--- src/rtl/fp_int_pkg.sv ---
// Shared constants and types for the FP-product to fixed-point accumulator path.
package fp_int_pkg;

  localparam int unsigned FP16_BIAS = 15;
  localparam int unsigned MANT_FRAC = 10;
  localparam int unsigned EXP_W     = 5;
  localparam int unsigned MANT_W    = 14;

  typedef enum logic {
    IDLE = 1'b0,
    RUN  = 1'b1
  } fsm_state_t;

endpackage

--- src/rtl/fp_int_acc_if.sv ---
// Config, product and result signals between the multiplier side and fp_int_acc.
interface fp_int_acc_if
  import fp_int_pkg::*;
#(
  parameter int unsigned ACC_WIDTH = 32,
  parameter int unsigned LEN_W     = 8
);

  logic                 set;
  logic [LEN_W-1:0]     len;
  logic                 start_acc;
  logic                 sign_in;
  logic [EXP_W-1:0]     exp_in;
  logic [MANT_W-1:0]    mant_in;
  logic                 flush;
  logic [ACC_WIDTH-1:0] acc_out;
  logic                 out_valid;
  logic                 busy;

  modport master (
    output set, len, start_acc, sign_in, exp_in, mant_in, flush,
    input  acc_out, out_valid, busy
  );

  modport slave (
    input  set, len, start_acc, sign_in, exp_in, mant_in, flush,
    output acc_out, out_valid, busy
  );

endinterface

--- src/rtl/fp_int_align.sv ---
// Combinational shift/negate of an FP16-biased product into a signed fixed-point word.
// Exponent zero flushes to zero; right shifts truncate.
module fp_int_align
  import fp_int_pkg::*;
#(
  parameter int unsigned ACC_WIDTH = 32,
  parameter int unsigned FRAC_BITS = 8
) (
  input  logic                        sign,
  input  logic [EXP_W-1:0]            exponent,
  input  logic [MANT_W-1:0]           mant,
  output logic signed [ACC_WIDTH-1:0] value_c
);

  // Exponent at which the mantissa lands unshifted in the accumulator format.
  localparam int OFFSET = int'(FP16_BIAS + MANT_FRAC) - int'(FRAC_BITS);

  logic [ACC_WIDTH-1:0] ext;
  logic [ACC_WIDTH-1:0] mag;
  int                   sh;

  // Shift mantissa by the unbiased exponent distance, then apply the sign.
  always_comb begin
    ext = ACC_WIDTH'(mant);
    sh  = int'(exponent) - OFFSET;
    mag = '0;
    if (exponent == '0) begin
      mag = '0;
    end else if (sh >= 0) begin
      mag = ext << sh;
    end else begin
      mag = ext >> (-sh);
    end
    value_c = sign ? -signed'(mag) : signed'(mag);
  end

endmodule

--- src/rtl/fp_int_acc.sv ---
// Align-and-accumulate stage behind the bit-serial FP multiplier.
// Sums LEN products per output, with flush and live reconfiguration.
// Build option: FP_INT_ACC_SAT_EN selects saturating adds instead of wrap-around.
module fp_int_acc
  import fp_int_pkg::*;
#(
  parameter int unsigned ACC_WIDTH = 32,
  parameter int unsigned FRAC_BITS = 8,
  parameter int unsigned LEN_W     = 8
) (
  input  logic         clk,
  input  logic         rst,
  fp_int_acc_if.slave  bus
);

  fsm_state_t                  state, state_nxt;
  logic [LEN_W-1:0]            len_q, len_nxt;
  logic                        s1_valid, s1v_nxt;
  logic signed [ACC_WIDTH-1:0] s1_data, s1d_nxt;
  logic signed [ACC_WIDTH-1:0] acc, acc_nxt;
  logic [LEN_W-1:0]            count, cnt_nxt;
  logic                        flush_pend, fp_nxt;
  logic [ACC_WIDTH-1:0]        acc_out_q, out_nxt;
  logic                        out_valid_q, ov_nxt;
  logic                        busy_q, busy_nxt;

  logic signed [ACC_WIDTH-1:0] aligned_c;
  logic signed [ACC_WIDTH-1:0] sum_raw_c;
  logic signed [ACC_WIDTH-1:0] sum_c;
  logic [LEN_W-1:0]            len_eff_c;
  logic [LEN_W-1:0]            count_inc_c;
  logic                        accept_c;
  logic                        flush_hit_c;

  fp_int_align #(
    .ACC_WIDTH (ACC_WIDTH),
    .FRAC_BITS (FRAC_BITS)
  ) u_align (
    .sign     (bus.sign_in),
    .exponent (bus.exp_in),
    .mant     (bus.mant_in),
    .value_c  (aligned_c)
  );

  // Stage-2 adder; saturates on signed overflow when enabled.
`ifdef FP_INT_ACC_SAT_EN
  localparam logic signed [ACC_WIDTH-1:0] ACC_MAX = {1'b0, {(ACC_WIDTH-1){1'b1}}};
  localparam logic signed [ACC_WIDTH-1:0] ACC_MIN = {1'b1, {(ACC_WIDTH-1){1'b0}}};
  logic ovf_c;

  always_comb begin
    sum_raw_c = acc + s1_data;
    ovf_c     = (acc[ACC_WIDTH-1] == s1_data[ACC_WIDTH-1]) &&
                (sum_raw_c[ACC_WIDTH-1] != acc[ACC_WIDTH-1]);
    if (ovf_c) begin
      sum_c = acc[ACC_WIDTH-1] ? ACC_MIN : ACC_MAX;
    end else begin
      sum_c = sum_raw_c;
    end
  end
`else
  always_comb begin
    sum_raw_c = acc + s1_data;
    sum_c     = sum_raw_c;
  end
`endif

  // Qualifiers shared by the next-state logic.
  always_comb begin
    len_eff_c   = (len_q == '0) ? LEN_W'(1) : len_q;
    count_inc_c = LEN_W'(count + LEN_W'(1));
    accept_c    = (state == RUN) && bus.start_acc && !bus.set;
    flush_hit_c = (state == RUN) && bus.flush && !bus.set &&
                  ((count != '0) || s1_valid || accept_c);
  end

  // Run control, stage-1 capture, stage-2 accumulate and flush sequencing.
  always_comb begin
    state_nxt = state;
    len_nxt   = len_q;
    s1v_nxt   = 1'b0;
    s1d_nxt   = s1_data;
    acc_nxt   = acc;
    cnt_nxt   = count;
    fp_nxt    = flush_pend;
    out_nxt   = acc_out_q;
    ov_nxt    = 1'b0;

    case (state)
      IDLE: begin
        if (bus.set) begin
          state_nxt = RUN;
          len_nxt   = bus.len;
        end
      end
      RUN: begin
        if (bus.set) begin
          // Reconfigure: drop partial sum and in-flight product silently.
          len_nxt = bus.len;
          acc_nxt = '0;
          cnt_nxt = '0;
          fp_nxt  = 1'b0;
        end else begin
          s1v_nxt = accept_c;
          if (accept_c) begin
            s1d_nxt = aligned_c;
          end
          if (s1_valid) begin
            if (count_inc_c == len_eff_c) begin
              out_nxt = sum_c;
              ov_nxt  = 1'b1;
              acc_nxt = '0;
              cnt_nxt = '0;
              fp_nxt  = bus.flush && accept_c;
            end else begin
              acc_nxt = sum_c;
              cnt_nxt = count_inc_c;
              fp_nxt  = flush_pend || flush_hit_c;
            end
          end else if (flush_pend) begin
            // Pipeline drained: emit the partial sum.
            out_nxt = acc;
            ov_nxt  = 1'b1;
            acc_nxt = '0;
            cnt_nxt = '0;
            fp_nxt  = bus.flush && accept_c;
          end else begin
            fp_nxt = flush_hit_c;
          end
        end
      end
      default: state_nxt = IDLE;
    endcase

    busy_nxt = s1v_nxt || (cnt_nxt != '0);
  end

  // State and output registers.
  always_ff @(posedge clk or negedge rst) begin
    if (!rst) begin
      state       <= IDLE;
      len_q       <= '0;
      s1_valid    <= 1'b0;
      s1_data     <= '0;
      acc         <= '0;
      count       <= '0;
      flush_pend  <= 1'b0;
      acc_out_q   <= '0;
      out_valid_q <= 1'b0;
      busy_q      <= 1'b0;
    end else begin
      state       <= state_nxt;
      len_q       <= len_nxt;
      s1_valid    <= s1v_nxt;
      s1_data     <= s1d_nxt;
      acc         <= acc_nxt;
      count       <= cnt_nxt;
      flush_pend  <= fp_nxt;
      acc_out_q   <= out_nxt;
      out_valid_q <= ov_nxt;
      busy_q      <= busy_nxt;
    end
  end

  assign bus.acc_out   = acc_out_q;
  assign bus.out_valid = out_valid_q;
  assign bus.busy      = busy_q;

endmodule

--- src/flat_wrapper.sv ---
// flat-port wrapper written by rule: the top's interface ports become plain ports
module fp_int_acc_flat import fp_int_pkg::*;
#(
  parameter int unsigned ACC_WIDTH = 32,
  parameter int unsigned FRAC_BITS = 8,
  parameter int unsigned LEN_W     = 8
)
  (clk, rst, bus_set, bus_len, bus_start_acc, bus_sign_in, bus_exp_in, bus_mant_in, bus_flush, bus_acc_out, bus_out_valid, bus_busy);
  fp_int_acc_if #(.ACC_WIDTH(ACC_WIDTH), .LEN_W(LEN_W)) bus_i ();
  input  logic clk;
  input  logic rst;
  input wire logic [$bits(bus_i.set)-1:0] bus_set;
  input wire logic [$bits(bus_i.len)-1:0] bus_len;
  input wire logic [$bits(bus_i.start_acc)-1:0] bus_start_acc;
  input wire logic [$bits(bus_i.sign_in)-1:0] bus_sign_in;
  input wire logic [$bits(bus_i.exp_in)-1:0] bus_exp_in;
  input wire logic [$bits(bus_i.mant_in)-1:0] bus_mant_in;
  input wire logic [$bits(bus_i.flush)-1:0] bus_flush;
  output wire logic [$bits(bus_i.acc_out)-1:0] bus_acc_out;
  output wire logic [$bits(bus_i.out_valid)-1:0] bus_out_valid;
  output wire logic [$bits(bus_i.busy)-1:0] bus_busy;
  assign bus_i.set = bus_set;
  assign bus_i.len = bus_len;
  assign bus_i.start_acc = bus_start_acc;
  assign bus_i.sign_in = bus_sign_in;
  assign bus_i.exp_in = bus_exp_in;
  assign bus_i.mant_in = bus_mant_in;
  assign bus_i.flush = bus_flush;
  assign bus_acc_out = bus_i.acc_out;
  assign bus_out_valid = bus_i.out_valid;
  assign bus_busy = bus_i.busy;
  fp_int_acc #(.ACC_WIDTH(ACC_WIDTH), .FRAC_BITS(FRAC_BITS), .LEN_W(LEN_W)) u_core (.clk(clk), .rst(rst), .bus(bus_i));
endmodule
--- config.mk ---
export PLATFORM = sky130hd
export DESIGN_NAME = fp_int_acc_flat
export DESIGN_NICKNAME = d
export VERILOG_FILES = /design/src/rtl/fp_int_pkg.sv /design/src/rtl/fp_int_acc_if.sv /design/src/rtl/fp_int_align.sv /design/src/rtl/fp_int_acc.sv /design/src/flat_wrapper.sv
export SDC_FILE = /design/constraint.sdc
export NUM_CORES = 1
export LEC_CHECK = 0
export ABC_AREA = 1
export BUFFER_PORTS_ARGS = -buffer_cell sky130_fd_sc_hd__buf_4
export CORE_MARGIN = 2
export CORE_UTILIZATION = 55
export DETAILED_ROUTE_END_ITERATION = 7
export GPL_ROUTABILITY_DRIVEN = 0
export PLACE_DENSITY = 0.73
export SYNTH_ARGS = -nofsm -noshare
export SYNTH_HDL_FRONTEND = slang
export SYNTH_SLANG_ARGS = --single-unit
--- constraint.sdc ---
create_clock -name clk -period 3.3 [get_ports clk]
set_clock_uncertainty 0.15 [all_clocks]
set_input_delay 0.495 -clock clk [delete_from_list [all_inputs] [get_ports clk]]
set_output_delay 0.495 -clock clk [all_outputs]
set_load 0.03 [all_outputs]
Yosys cells after proc, flatten, opt, wreduce, memory -nomap -nowiden
Index checks and enable logic that the tools add are counted.

Input port bits: 33. Logic and storage cells: 71. Output and inout bits: 34. Flip-flop bits (word level): 117.

Add/sub/neg operators: 5. Order comparisons: 1. Mux-type cells: 30. Shift-type cells: 2. Reductions and logical operators: 20. Bitwise operators: 1. Eq/ne operators: 2.

Operator list (count): $mux W32 (10); $neg A32 Y32 (2); $mux W8 (7); $add A32 B32 Y32 (1); $ge A32 B1 Y1 const B (1); $shl A14 B32 Y32 (1); $shr A14 B32 Y32 (1); $reduce_bool A8 Y1 (2); $mux W1 (13); $add A8 B1 Y8 const B (1); $eq A8 B8 Y1 (1); $logic_not A8 Y1 (1); $logic_and A1 B1 Y1 (6); $sub A5 B5 Y6 const B (1); $logic_not A5 Y1 (1); $logic_or A1 B1 Y1 (4); $reduce_and A4 Y1 (1); $reduce_and A3 Y1 (1); $reduce_bool A3 Y1 (1); $ne A2 B2 Y1 const B (1); $reduce_and A2 Y1 (1); $reduce_bool A2 Y1 (1); $logic_not A1 Y1 (1); $not A1 Y1 (1).

Logic depth before layout (Yosys ltp)
Gate-level depths: netlist of the first run.

Depth in word-level cells: 9. Gate-level depth with buffers: 39. Mapped depth without buffers: 34.

Modules after synthesis
A second synthesis of the first run with hierarchy kept.

Cells, all modules: 1686. Area total of the unflattened synthesis: 10538.9 um^2.

Modules (own cells, without submodules): fp_int_acc (cells an instance 953, seq. area each 2927.8 um^2, area each 7029.2 um^2, times used 1); fp_int_align (cells an instance 733, seq. area each 0.0 um^2, area each 3509.6 um^2, times used 1).

Least setup slack after synthesis of the first run
No wires, ideal clock.

Path kind: input to register. Start: input port bus_exp_in[0]. End: register u_core.s1_data[14]. Path slack: -1.198 ns. Data required time: 3.032 ns. Path buffers: 6. Arrival: 4.230 ns. Stages on the path: 31. Library setup time: 0.118 ns. Cell sequence: buf_6 -> inv_4 -> buf_2 -> buf_2 -> ha_1 -> nand2_2 -> xnor2_4 -> inv_2 -> buf_6 -> nor2_8 -> nand2_1 -> ha_1 -> nand2_1 -> nor2_1 -> buf_2 -> nand4_1 -> nand2_1 -> nand2_1 -> nand2_1 -> nand2_1 -> nand3_1 -> a21oi_2 -> ha_1 -> inv_1 -> nor3_4 -> nand3_2 -> nand2_2 -> buf_6 -> a21o_1 -> nand3_1 -> nand2_1.

Word-level cells in the longest chain between the ends: 7. Elaborated cells between the ends (all ways): 10. Classes of those cells: 3 x add/sub; 1 x order compare; 2 x shift; 3 x mux; 1 x reduce/logical.

Ends and longest elaborated chain: start: declaration (RTL line flat_wrapper.sv:16) `input wire logic [$bits(bus_i.exp_in)-1:0] bus_exp_in;`; $sub A5 B5 Y6 (RTL line fp_int_align.sv:25) `sh = int'(exponent) - OFFSET;`; $neg A32 Y32 (RTL line fp_int_align.sv:32) `mag = ext >> (-sh);`; $shr A14 B32 Y32 (RTL line fp_int_align.sv:32); $mux W32 (RTL line fp_int_align.sv:29) `end else if (sh >= 0) begin`; $mux W32 (*) (RTL line fp_int_align.sv:27) `if (exponent == '0) begin`; $neg A32 Y32 (RTL line fp_int_align.sv:34) `value_c = sign ? -signed'(mag) : signed'(mag);`; $mux W32 (*) (RTL line fp_int_align.sv:34); end signal: assignment (RTL line fp_int_acc.sv:155) `s1_data <= s1d_nxt;`; end: declaration (RTL line fp_int_acc.sv:19) `logic signed [ACC_WIDTH-1:0] s1_data, s1d_nxt;`.

Mark *: on every way between the ends. The rest lies on a longest branch, timed or not. A chain may end at the register's enable or synchronous reset.

Final worst setup path of the first run
Start: input port bus_exp_in[0]. End: register u_core.s1_data[6].

Same word-level chain as after synthesis.

==> key figures, run 1 <==
Layout
  – Share of cells above drive strength 1: 23.1%
  – Multi-input logic area: 6880 µm²
  – Commonest non-fill, non-tap cell in the layout: nand2_1
  – Ant. Diodes: 0
  – Fin util: 70.8%
  – Register area: 2930 µm²
  – Area grow syn2layout: 25.7%
  – Layout net count: 1,793
  – Layout fillers: 1,485
  – Commonest non-fill, non-tap cells in the layout: nand2_1, buf_4, nand3_1

Clock network
  – Longest Clk Path Bufs: 2
  – Root Buffer Master: clkbuf_16
  – CTS tree: done
  – Clock insertion delay at the later pin of the skew report: 0.42 ns
  – Clk sinks: 117
  – H-tree levels: 4
  – Clock slew at reported path FFs: 0.05 ns
  – Total CTS buffers: 17

Setup path
  – Worst setup path class: primary input to flip-flop
  – Worst Setup Start Kind: primary input
  – Worst Setup SP: bus_exp_in[0]
  – CP most frequent cell: nand2_1
  – Worst setup path endpoint: u_core.s1_data[6]$_DFFE_PN0P_
  – CP Capture Type: flip-flop
  – RR Startpoint: u_core.acc[0]$_DFFE_PN0P_
  – Flop2flop setup slack: 0.20 ns
  – CP peak stage delay: 0.26 ns
  – CP Max Fanout: 7
  – CP Data Arrival Time: 3.62 ns
  – Reg-to-Reg End: u_core.bus.acc_out[20]$_DFFE_PN0P_
  – CP max-delay cell: ha_4
  – CP Data Required Time: 3.43 ns
  – R2r worst-path depth: 13

GRT
  – Initial antenna violation count: 0
  – Vias in the first global route: 10,525
  – Met2 Usage GRT: 50.5%
  – M3 GR Usage: 5.40%
  – Largest net degree at the start of global routing: 63
  – Routing usage on met1: 43.8%
  – Gr busiest metal: met2
  – First-pass GRT wire length: 51,000 µm
  – GRT overflow: 0
  – Global-route usage over all layers: 31.4%

Routing
  – Vias per cell: 5.74
  – Post-DR wirelength/cell: 15.7 µm
  – Initial DRC Count: 1,145
  – Drt first pass iters: 8
  – Drt drc: 4
  – Vias: 11,251
  – Post-DRT Antenna Nets: 0
  – Routed WL: 30,800 µm

Job
  – Max_cap viols: 0

Logic synthesis
  – Synthesized area per cell: 6.45 µm²
  – Post-synth EDFFs: 0
  – Primary FF master, synth: dfrtp_1
  – Seq cells post-synth: 117
  – Synth top area cells: dfrtp_1, nand2_1, nand3_1
  – Yosys top cell by area: dfrtp_1
  – Post-Synthesis Cells: 1,580
  – Mapped Area: 10,200 µm²
  – Syn_nets: 1,656
  – Synth cell types: 53
  – Synthesis Warnings: 0
  – Register area share after synthesis: 28.7%
  – Post-synth ARST share: 100%
  – Share of the synthesized area in the top cell type: 28.7%

Placement
  – Buffers on Ports: 66
  – HPWL Detailed: 22,600 µm

Power and ir drop
  – Pint: 3.73 mW
  – Switching share of power: 38.3%
  – Max VDD drop: 326 µV
  – Clock Power Share: 31.3%
  – Final Power: 6.04 mW
  – Combinational share of power: 39.2%
  – Reg power frac: 29.5%
  – Net Switching: 2.32 mW
  – P_leak: 6.62 nW
  – PD cells: 472 nW/µm²

Timing
  – RSZ-0062 raised after global routing: yes
  – Rel. slew slack: 36.0%
  – Final WS setup: -0.190 ns
  – Worst-margin pin slew: 0.961 ns
  – Hold Vio Cnt, Final: 26
  – Final setup viols: 28
  – Min Hold Slack: -0.0210 ns
  – Fmax: 0.287 GHz
  – Max Slew Vio Count: 0
  – Tcrit/Tclk final: 106%
  – Fin crit period: 3.49 ns

Status
  – Outcome: finished, violations left
  – Failing checks: DRC, hold timing, setup timing

Floorplan
  – Core ar.: 18,100 µm²
  – Die height: 140 µm
  – Row cnt: 49
  – Initial core utilization: 56.3%
  – Die area: 19,600 µm²
  – DIE WIDTH: 140 µm
  – Ports: 67

Hold path
  – Worst hold-check path type: primary input to asynchronous set/reset pin
## power groups by stage
| stage | registers [mW] | logic [mW] | clock network [mW] |
|---|---|---|---|
| 6_report | 1.78 | 2.37 | 1.89 |
| 4_1_cts | 1.78 | 2.22 | 1.91 |
| 5_1_grt | 1.81 | 2.59 | 1.97 |
| 3_3_place_gp | 1.80 | 2.08 | 0 |
| 2_1_floorplan | 1.99 | 1.24 | 0 |
| 3_5_place_dp | 1.81 | 2.12 | 0 |
## cell type report
cell class | instances | share of cell area [%]
sequential | 117 | 22.9
multi-input combinational | 1226 | 53.7
timing repair buffer | 180 | 11.2
tap | 229 | 2.24
clock buffer | 21 | 3.52
clock inverter | 11 | 1.17
inverter | 175 | 5.30
## through the flow
stage / area (µm²) / instances / setup TNS [ns] / setup slack (ns)
2_1_floorplan: 10300 / 1580 / -19.94 / -0.845
3_3_place_gp: 11500 / 1910 / -15.13 / -0.551
3_5_place_dp: 11500 / 1910 / -18.09 / -0.650
4_1_cts: 12500 / 1953 / -1.35 / -0.122
5_1_grt: 12800 / 1959 / -7.91 / -0.370
6_report: 12800 / 1959 / -3.25 / -0.190
## timing repair
item,in CTS,in global routing
resized for setup,60,79
pin swaps,39,38
gates cloned,2,0
setup buffers,9,7
endpoints found under the setup margin,29,60
hold buffers,0,0
## registers in the layout, indices dropped and copies added (netlist names)
signal,count
u_core.acc,32
u_core.flush_pend,1
u_core.len_q,8
u_core.bus.busy,1
u_core.s1_valid,1
u_core.state,1
u_core.count,8
u_core.s1_data,32
u_core.bus.out_valid,1
u_core.bus.acc_out,32
## synthesized netlist by cell type (5+ instances only)
cell / number
buf_6: 8
buf_1: 5
a21oi_1: 129
inv_1: 159
nand2_2: 21
o22ai_1: 32
nand4_1: 45
nor2_2: 11
nor3_1: 10
buf_2: 24
nand2_1: 458
xor2_1: 16
or2_2: 9
o21ai_0: 77
o21ai_1: 5
ha_1: 42
nor2_1: 127
a31oi_1: 11
clkbuf_1: 24
inv_2: 10
dfrtp_1: 117
nand3_1: 172
## critical path, delay by kind of cell
kind / cells / cell delay (ns)
compound gates: 2 / 0.25
xor+xnor: 2 / 0.32
buf+inv: 7 / 0.75
simple gates: 15 / 1.15
fa+ha+maj: 3 / 0.64
## worst min-delay path by stage
stage	slack (ns)	end	cells past startpoint
6_report	-0.02	u_core.acc[3]$_DFFE_PN0P_	1
5_1_grt	0.03	u_core.bus.acc_out[2]$_DFFE_PN0P_	1
4_1_cts	0.009	u_core.bus.acc_out[1]$_DFFE_PN0P_	1
3_5_place_dp	0.32	u_core.s1_data[16]$_DFFE_PN0P_	2
3_3_place_gp	0.32	u_core.s1_data[17]$_DFFE_PN0P_	2
2_1_floorplan	0.05	u_core.acc[0]$_DFFE_PN0P_	0
## metal layers
metal | part of all wire, % | routed length (µm)
met3 | 8.5 | 2620
met1 | 44 | 13400
met2 | 46 | 14100
met5 | 0 | 0
met4 | 1.8 | 567
## logic make-up after synthesis
family          share of synthesized area (%)
flops                                    28.7
fa+ha+maj                                5.35
compound gates                           15.3
simple gates                             38.5
buf+inv                                  9.87
xor+xnor                                 2.26
Power figures use the tool's default switching activity.
==> inputs of run 2 (changes only) <==
--- a/config.mk
+++ b/config.mk
@@ -8,10 +8,10 @@
 export ABC_AREA = 1
 export BUFFER_PORTS_ARGS = -buffer_cell sky130_fd_sc_hd__buf_4
 export CORE_MARGIN = 2
-export CORE_UTILIZATION = 55
+export CORE_UTILIZATION = 50
 export DETAILED_ROUTE_END_ITERATION = 7
 export GPL_ROUTABILITY_DRIVEN = 0
-export PLACE_DENSITY = 0.73
+export PLACE_DENSITY = 0.68
 export SYNTH_ARGS = -nofsm -noshare
 export SYNTH_HDL_FRONTEND = slang
 export SYNTH_SLANG_ARGS = --single-unit
==> key figures, run 2 (synthesis results as in run 1) <==
GRT
  – GRT overflow: 0
  – Initial antenna violation count: 0
  – Largest net degree at the start of global routing: 58
  – Global-route usage over all layers: 28.3%
  – Vias in the first global route: 10,397
  – First-pass GRT wire length: 50,200 µm

Floorplan
  – Core ar.: 20,100 µm²
  – Ports: 67
  – Die height: 147 µm
  – Die area: 21,500 µm²
  – Row cnt: 52
  – DIE WIDTH: 147 µm
  – Initial core utilization: 50.7%

Status
  – Outcome: finished, violations left
  – Failing checks: setup timing

Layout
  – Layout net count: 1,801
  – Ant. Diodes: 0
  – Commonest non-fill, non-tap cells in the layout: nand2_1, buf_4, nand3_1
  – Share of cells above drive strength 1: 22.6%
  – Commonest non-fill, non-tap cell in the layout: nand2_1
  – Finished Cell Area: 12,800 µm²
  – Area grow syn2layout: 25.6%
  – Layout fillers: 1,842

Routing
  – Drt drc: 0
  – Met1 WL: 13,900 µm
  – Met2 Wirelength: 14,400 µm
  – Initial DRC Count: 842
  – Top sig layer: met4
  – Post-DRT Antenna Nets: 0
  – Vias per cell: 5.50
  – Routed wl met3: 1710 µm
  – Vias: 11,051
  – Post-DR wirelength/cell: 15.2 µm
  – Routed WL: 30,500 µm
  – Drt first pass iters: 5

Setup path
  – CP Max Fanout: 6
  – Worst Setup SP: bus_exp_in[0]
  – Worst Setup Start Kind: primary input
  – CP Data Arrival Time: 3.58 ns
  – RR Startpoint: u_core.acc[0]$_DFFE_PN0P_
  – CP Data Required Time: 3.46 ns
  – R2r worst-path depth: 15
  – Flop2flop setup slack: 0.21 ns
  – Worst setup path class: primary input to flip-flop
  – CP Capture Type: flip-flop
  – Reg-to-Reg End: u_core.bus.acc_out[18]$_DFFE_PN0P_
  – Worst setup path endpoint: u_core.s1_data[20]$_DFFE_PN0P_

Timing
  – Setup TNS: -1.49 ns
  – Max Slew Vio Count: 0
  – Hold Vio Cnt, Final: 0
  – Final WS setup: -0.123 ns
  – Worst-margin pin slew: 0.964 ns
  – Fmax: 0.292 GHz
  – Tcrit/Tclk final: 104%
  – Rel. slew slack: 35.7%
  – Fin crit period: 3.42 ns
  – Final setup viols: 21
  – RSZ-0062 raised after global routing: yes

Power and ir drop
  – P_leak: 6.61 nW
  – PD cells: 475 nW/µm²
  – Max VDD drop: 368 µV

Clock network
  – H-tree levels: 4
  – CTS tree: done
  – Clock slew at reported path FFs: 0.06 ns
  – Clock insertion delay at the later pin of the skew report: 0.42 ns
  – Clk sinks: 117
  – Total CTS buffers: 17
  – Root Buffer Master: clkbuf_16
  – Longest Clk Path Bufs: 2

Hold path
  – Worst hold-check path type: primary input to flip-flop

Placement
  – Buffers on Ports: 66
  – HPWL Detailed: 22,600 µm
  – Placed cell area: 11,700 µm²

Job
  – Max_cap viols: 0
run 2: cell count changes in the layout (fill, tap and decap cells not counted), moves of 3 or more:
cell        previous run  this run
nand2_1              413       421
buf_4                171       178
nor2_2                 8        13
nor2_4                19        14
clkinv_4               0         4
nand2_2               50        46
nand3_1              155       159
nand3_2               19        15
clkinvlp_4             5         2
nand2_4               20        17
o21ai_0               61        64
o21ai_1               19        16
run 2: per-layer routing:
| metal | GRT usage, % | vias to the layer above |
|---|---|---|
| li1 | - | 5543 |
| met1 | 39.1 | 5101 |
| met2 | 46.2 | 355 |
| met3 | 4.41 | 52 |
| met4 | 8.11 | 0 |
| met5 | 0 | - |
run 2: stage by stage:
| step | hold WS (ns) | power (mW) | std cells | util (%) | worst slack (ns) |
|---|---|---|---|---|---|
| 6_report | 0.127 | 6.08 | 2008 | 63.7 | -0.123 |
| 3_3_place_gp | 0.290 | 3.89 | 1959 | 58.0 | -0.613 |
| 4_1_cts | 0.119 | 6.02 | 1999 | 62.3 | -0.0940 |
| 3_5_place_dp | 0.293 | 3.92 | 1959 | 58.0 | -0.669 |
| 5_1_grt | 0.127 | 6.42 | 2008 | 63.7 | -0.344 |
| 2_1_floorplan | 0.0494 | 3.22 | 1580 | - | -0.845 |
run 2: cell type report:
| class | instances | area [µm²] | share of cell area (%) |
|---|---|---|---|
| Sequential cell | 117 | 2930 | 22.9 |
| Timing Repair Buffer | 188 | 1480 | 11.6 |
| Multi-Input combinational cell | 1226 | 6730 | 52.6 |
| Clock buffer | 19 | 443 | 3.46 |
| Inverter | 175 | 679 | 5.31 |
| Tap cell | 270 | 338 | 2.64 |
| Clock inverter | 13 | 196 | 1.53 |
run 2: repair_timing:
action | CTS | global route
gates resized for setup | 47 | 59
endpoints found under the hold margin | 27 | 0
pin swaps | 19 | 22
hold buffers | 1 | 0
buffers inserted | 6 | 9
endpoints found under the setup margin | 30 | 50
gates cloned | 1 | 0
run 2: power breakdown:
part / switching, mW / leakage (nW) / internal, mW
clock network: 0.714 / 0.305 / 1.29
logic: 1.44 / 4.81 / 0.844
registers: 0.145 / 1.49 / 1.65
run 2: how the worst min path moves through the flow:
stage | start | end | slack, ns | depth (start not counted)
final | bus_len[2] | u_core.len_q[2]$_DFFE_PN0P_ | 0.13 | 3
after global routing | bus_len[6] | u_core.len_q[6]$_DFFE_PN0P_ | 0.13 | 3
after CTS | bus_len[2] | u_core.len_q[2]$_DFFE_PN0P_ | 0.12 | 3
after detailed placement | rst | u_core.count[3]$_DFF_PN0_ | 0.29 | 1
after global placement | rst | u_core.count[3]$_DFF_PN0_ | 0.29 | 1
after floorplan | rst | u_core.acc[0]$_DFFE_PN0P_ | 0.05 | 0
run 2: worst max-delay path: stages:
cell,delay [ns]
buf_6,0.11
inv_8,0.05
ha_4,0.14
nand2_4,0.07
xnor2_4,0.16
inv_2,0.09
nor2_8,0.15
nand2_2,0.08
ha_4,0.22
nand2_1,0.05
inv_1,0.04
nand2_2,0.07
nor2_4,0.06
buf_6,0.12
nand4_1,0.08
nand2_2,0.10
buf_4,0.15
nand3_2,0.06
nand3_2,0.08
a21oi_2,0.19
ha_2,0.21
inv_2,0.05
nor3_4,0.19
nand3_4,0.15
nand2_4,0.15
nand4_1,0.10
nand3_1,0.11
nand2_1,0.05
==> inputs of run 3 (changes only) <==
--- a/config.mk
+++ b/config.mk
@@ -6,12 +6,13 @@
 export NUM_CORES = 1
 export LEC_CHECK = 0
 export ABC_AREA = 1
-export BUFFER_PORTS_ARGS = -buffer_cell sky130_fd_sc_hd__buf_4
 export CORE_MARGIN = 2
 export CORE_UTILIZATION = 50
 export DETAILED_ROUTE_END_ITERATION = 7
+export DONT_BUFFER_PORTS = 1
 export GPL_ROUTABILITY_DRIVEN = 0
-export PLACE_DENSITY = 0.68
+export GPL_TIMING_DRIVEN = 0
 export SYNTH_ARGS = -nofsm -noshare
 export SYNTH_HDL_FRONTEND = slang
+export SYNTH_HIERARCHICAL = 1
 export SYNTH_SLANG_ARGS = --single-unit
==> key figures, run 3 <==
Timing
  – Final WS setup: -0.577 ns
  – Worst-margin pin slew: 0.908 ns
  – Rel. slew slack: 39.5%
  – Final setup viols: 30
  – Max Slew Vio Count: 0
  – Fin crit period: 3.88 ns
  – Hold Vio Cnt, Final: 117
  – RSZ-0062 raised after global routing: yes
  – Tcrit/Tclk final: 117%
  – Min Hold Slack: -0.387 ns
  – Fmax: 0.258 GHz

Clock network
  – Clock slew at reported path FFs: 0.07 ns
  – Total CTS buffers: 17
  – Clk sinks: 117
  – Root Buffer Master: clkbuf_16
  – Longest Clk Path Bufs: 2
  – CTS tree: done
  – H-tree levels: 4
  – Clock insertion delay at the later pin of the skew report: 0.42 ns

Logic synthesis
  – Primary FF master, synth: dfrtp_1
  – Share of the synthesized area in the top cell type: 27.8%
  – Post-synth ARST share: 100%
  – Post-synth EDFFs: 0
  – Seq cells post-synth: 117
  – Register area share after synthesis: 27.8%
  – Count leader, synth: nand2_1
  – Yosys top cell by area: dfrtp_1
  – Mapped Area: 10,500 µm²
  – Syn_nets: 1,764
  – Synthesized area per cell: 6.25 µm²
  – Synth cell types: 45
  – Synthesis Warnings: 6
  – Post-Synthesis Cells: 1,686
  – Synth top area cells: dfrtp_1, nand2_1, nand3_1
  – Most frequent cells after synthesis: nand2_1, nand3_1, nor2_1, inv_1, dfrtp_1

Layout
  – Area grow syn2layout: 20.6%
  – Layout net count: 1,843
  – Fin util: 61.0%
  – Commonest non-fill, non-tap cell in the layout: nand2_1
  – Finished Cell Area: 12,700 µm²
  – Final cell count without fillers: 2,053
  – Ant. Diodes: 0
  – Share of cells above drive strength 1: 18.1%
  – Layout fillers: 2,009
  – Commonest non-fill, non-tap cells in the layout: nand2_1, nand3_1, nor2_1

Setup path
  – Worst setup path class: primary input to flip-flop
  – RR Startpoint: u_core/acc[0]$_DFFE_PN0P_
  – CP Data Required Time: 3.51 ns
  – CP max-delay cell: o21ai_4
  – CP Capture Type: flip-flop
  – Flop2flop setup slack: 0.34 ns
  – Reg-to-Reg End: u_core/acc[28]$_DFFE_PN0P_
  – CP most frequent cell: buf_4
  – CP Max Fanout: 5
  – CP Data Arrival Time: 4.09 ns
  – Worst Setup Start Kind: primary input
  – R2r worst-path depth: 13
  – CP peak stage delay: 0.25 ns

Power and ir drop
  – Max VDD drop: 319 µV
  – PD cells: 505 nW/µm²
  – P_leak: 6.37 nW

Status
  – Failing checks: hold timing, setup timing
  – Outcome: finished, violations left

Placement
  – Placed cell area: 11,100 µm²
  – Placement Setup Slack: -1.45 ns
  – Dpl cells: 1,961
  – HPWL Detailed: 26,100 µm
  – Buffers on Ports: 0

GRT
  – Initial antenna violation count: 0
  – Largest net degree at the start of global routing: 118
  – Global-route usage over all layers: 31.4%
  – First-pass GRT wire length: 55,200 µm
  – Vias in the first global route: 10,840
  – GRT overflow: 0

Floorplan
  – Row cnt: 53
  – Ports: 67
  – Initial core utilization: 50.6%
  – Die area: 22,300 µm²
  – DIE WIDTH: 149 µm
  – Core ar.: 20,800 µm²
  – Die height: 149 µm

Hold path
  – Worst hold-check path type: primary input to asynchronous set/reset pin

Routing
  – Post-DR wirelength/cell: 16.9 µm
  – Vias: 11,561
  – Drt first pass iters: 5
  – Post-DRT Antenna Nets: 0
  – Routed WL: 34,700 µm
  – Drt drc: 0
  – Vias per cell: 5.63
  – Initial DRC Count: 857

Job
  – Max_cap viols: 0
==> run 3: layout make-up <==
type	count	area (µm²)	area share (%)
clock buffer	17	425	3.35
multi-input combinational	1357	7390	58.1
timing repair buffer	62	513	4.04
tap	275	344	2.71
inverter	153	622	4.89
buffer	57	328	2.58
clock inverter	15	159	1.25
sequential	117	2930	23.0
==> run 3: how the worst max path moves through the flow <==
| stage | startpoint | to | slack (ns) | depth (start not counted) |
|---|---|---|---|---|
| final | bus_exp_in[0] | u_core/s1_data[18]$_DFFE_PN0P_ | -0.58 | 31 |
| after global routing | bus_exp_in[1] | u_core/s1_data[18]$_DFFE_PN0P_ | -0.72 | 28 |
| after CTS | bus_exp_in[1] | u_core/s1_data[22]$_DFFE_PN0P_ | -0.37 | 29 |
| after detailed placement | bus_exp_in[0] | u_core/s1_data[18]$_DFFE_PN0P_ | -1.45 | 28 |
| after global placement | bus_exp_in[0] | u_core/s1_data[18]$_DFFE_PN0P_ | -1.39 | 31 |
| after floorplan | bus_exp_in[0] | u_core/s1_data[18]$_DFFE_PN0P_ | -0.66 | 30 |
==> run 3: what timing repair did <==
action,4_1_cts,5_1_grt
cloned,2,0
gates resized for setup,89,59
setup buffers,44,19
endpoints found under the hold margin,117,117
pin swaps,57,59
setup endpoints to repair,32,32
==> run 3: critical path, delay by kind of cell <==
| family | cells | cell delay [ns] |
|---|---|---|
| simple gates | 13 | 1.17 |
| fa+ha+maj | 2 | 0.33 |
| buf+inv | 14 | 1.65 |
| compound gates | 1 | 0.25 |
| xor+xnor | 1 | 0.17 |
==> run 3: metal layers <==
metal	share of wire, %	GRT usage (%)	wire length, µm
met3	6.6	4.80	2300
met1	46	44.3	16100
met2	45	49.4	15400
met5	0	0	0
met4	2.4	10.4	847
==> run 3: cells by family (layout without fill, tap and decap cells) <==
| kind of cell | after synthesis | in the layout | share of synthesized area (%) |
|---|---|---|---|
| fa+ha+maj | 45 | 45 | 5.41 |
| simple gates | 1038 | 1039 | 43.0 |
| xor+xnor | 24 | 24 | 2.24 |
| flops | 117 | 117 | 27.8 |
| compound gates | 249 | 249 | 13.1 |
| buf+inv | 213 | 304 | 8.45 |
==> run 3: per-stage QoR <==
step | power, mW | hold slack, ns | setup TNS, ns
4_1_cts | 6.26 | -0.399 | -6.55
2_1_floorplan | 3.75 | 0.0494 | -12.52
6_report | 6.42 | -0.387 | -12.43
3_5_place_dp | 4.23 | 0.0526 | -35.63
5_1_grt | 6.81 | -0.402 | -17.24
3_3_place_gp | 4.20 | 0.0524 | -34.01
==> run 3: power breakdown <==
group / total, mW / internal [mW] / switching (mW)
registers: 2.37 / 1.74 / 0.631
logic: 2.20 / 0.805 / 1.39
clock network: 1.86 / 1.07 / 0.785
total: 6.42 / 3.61 / 2.81
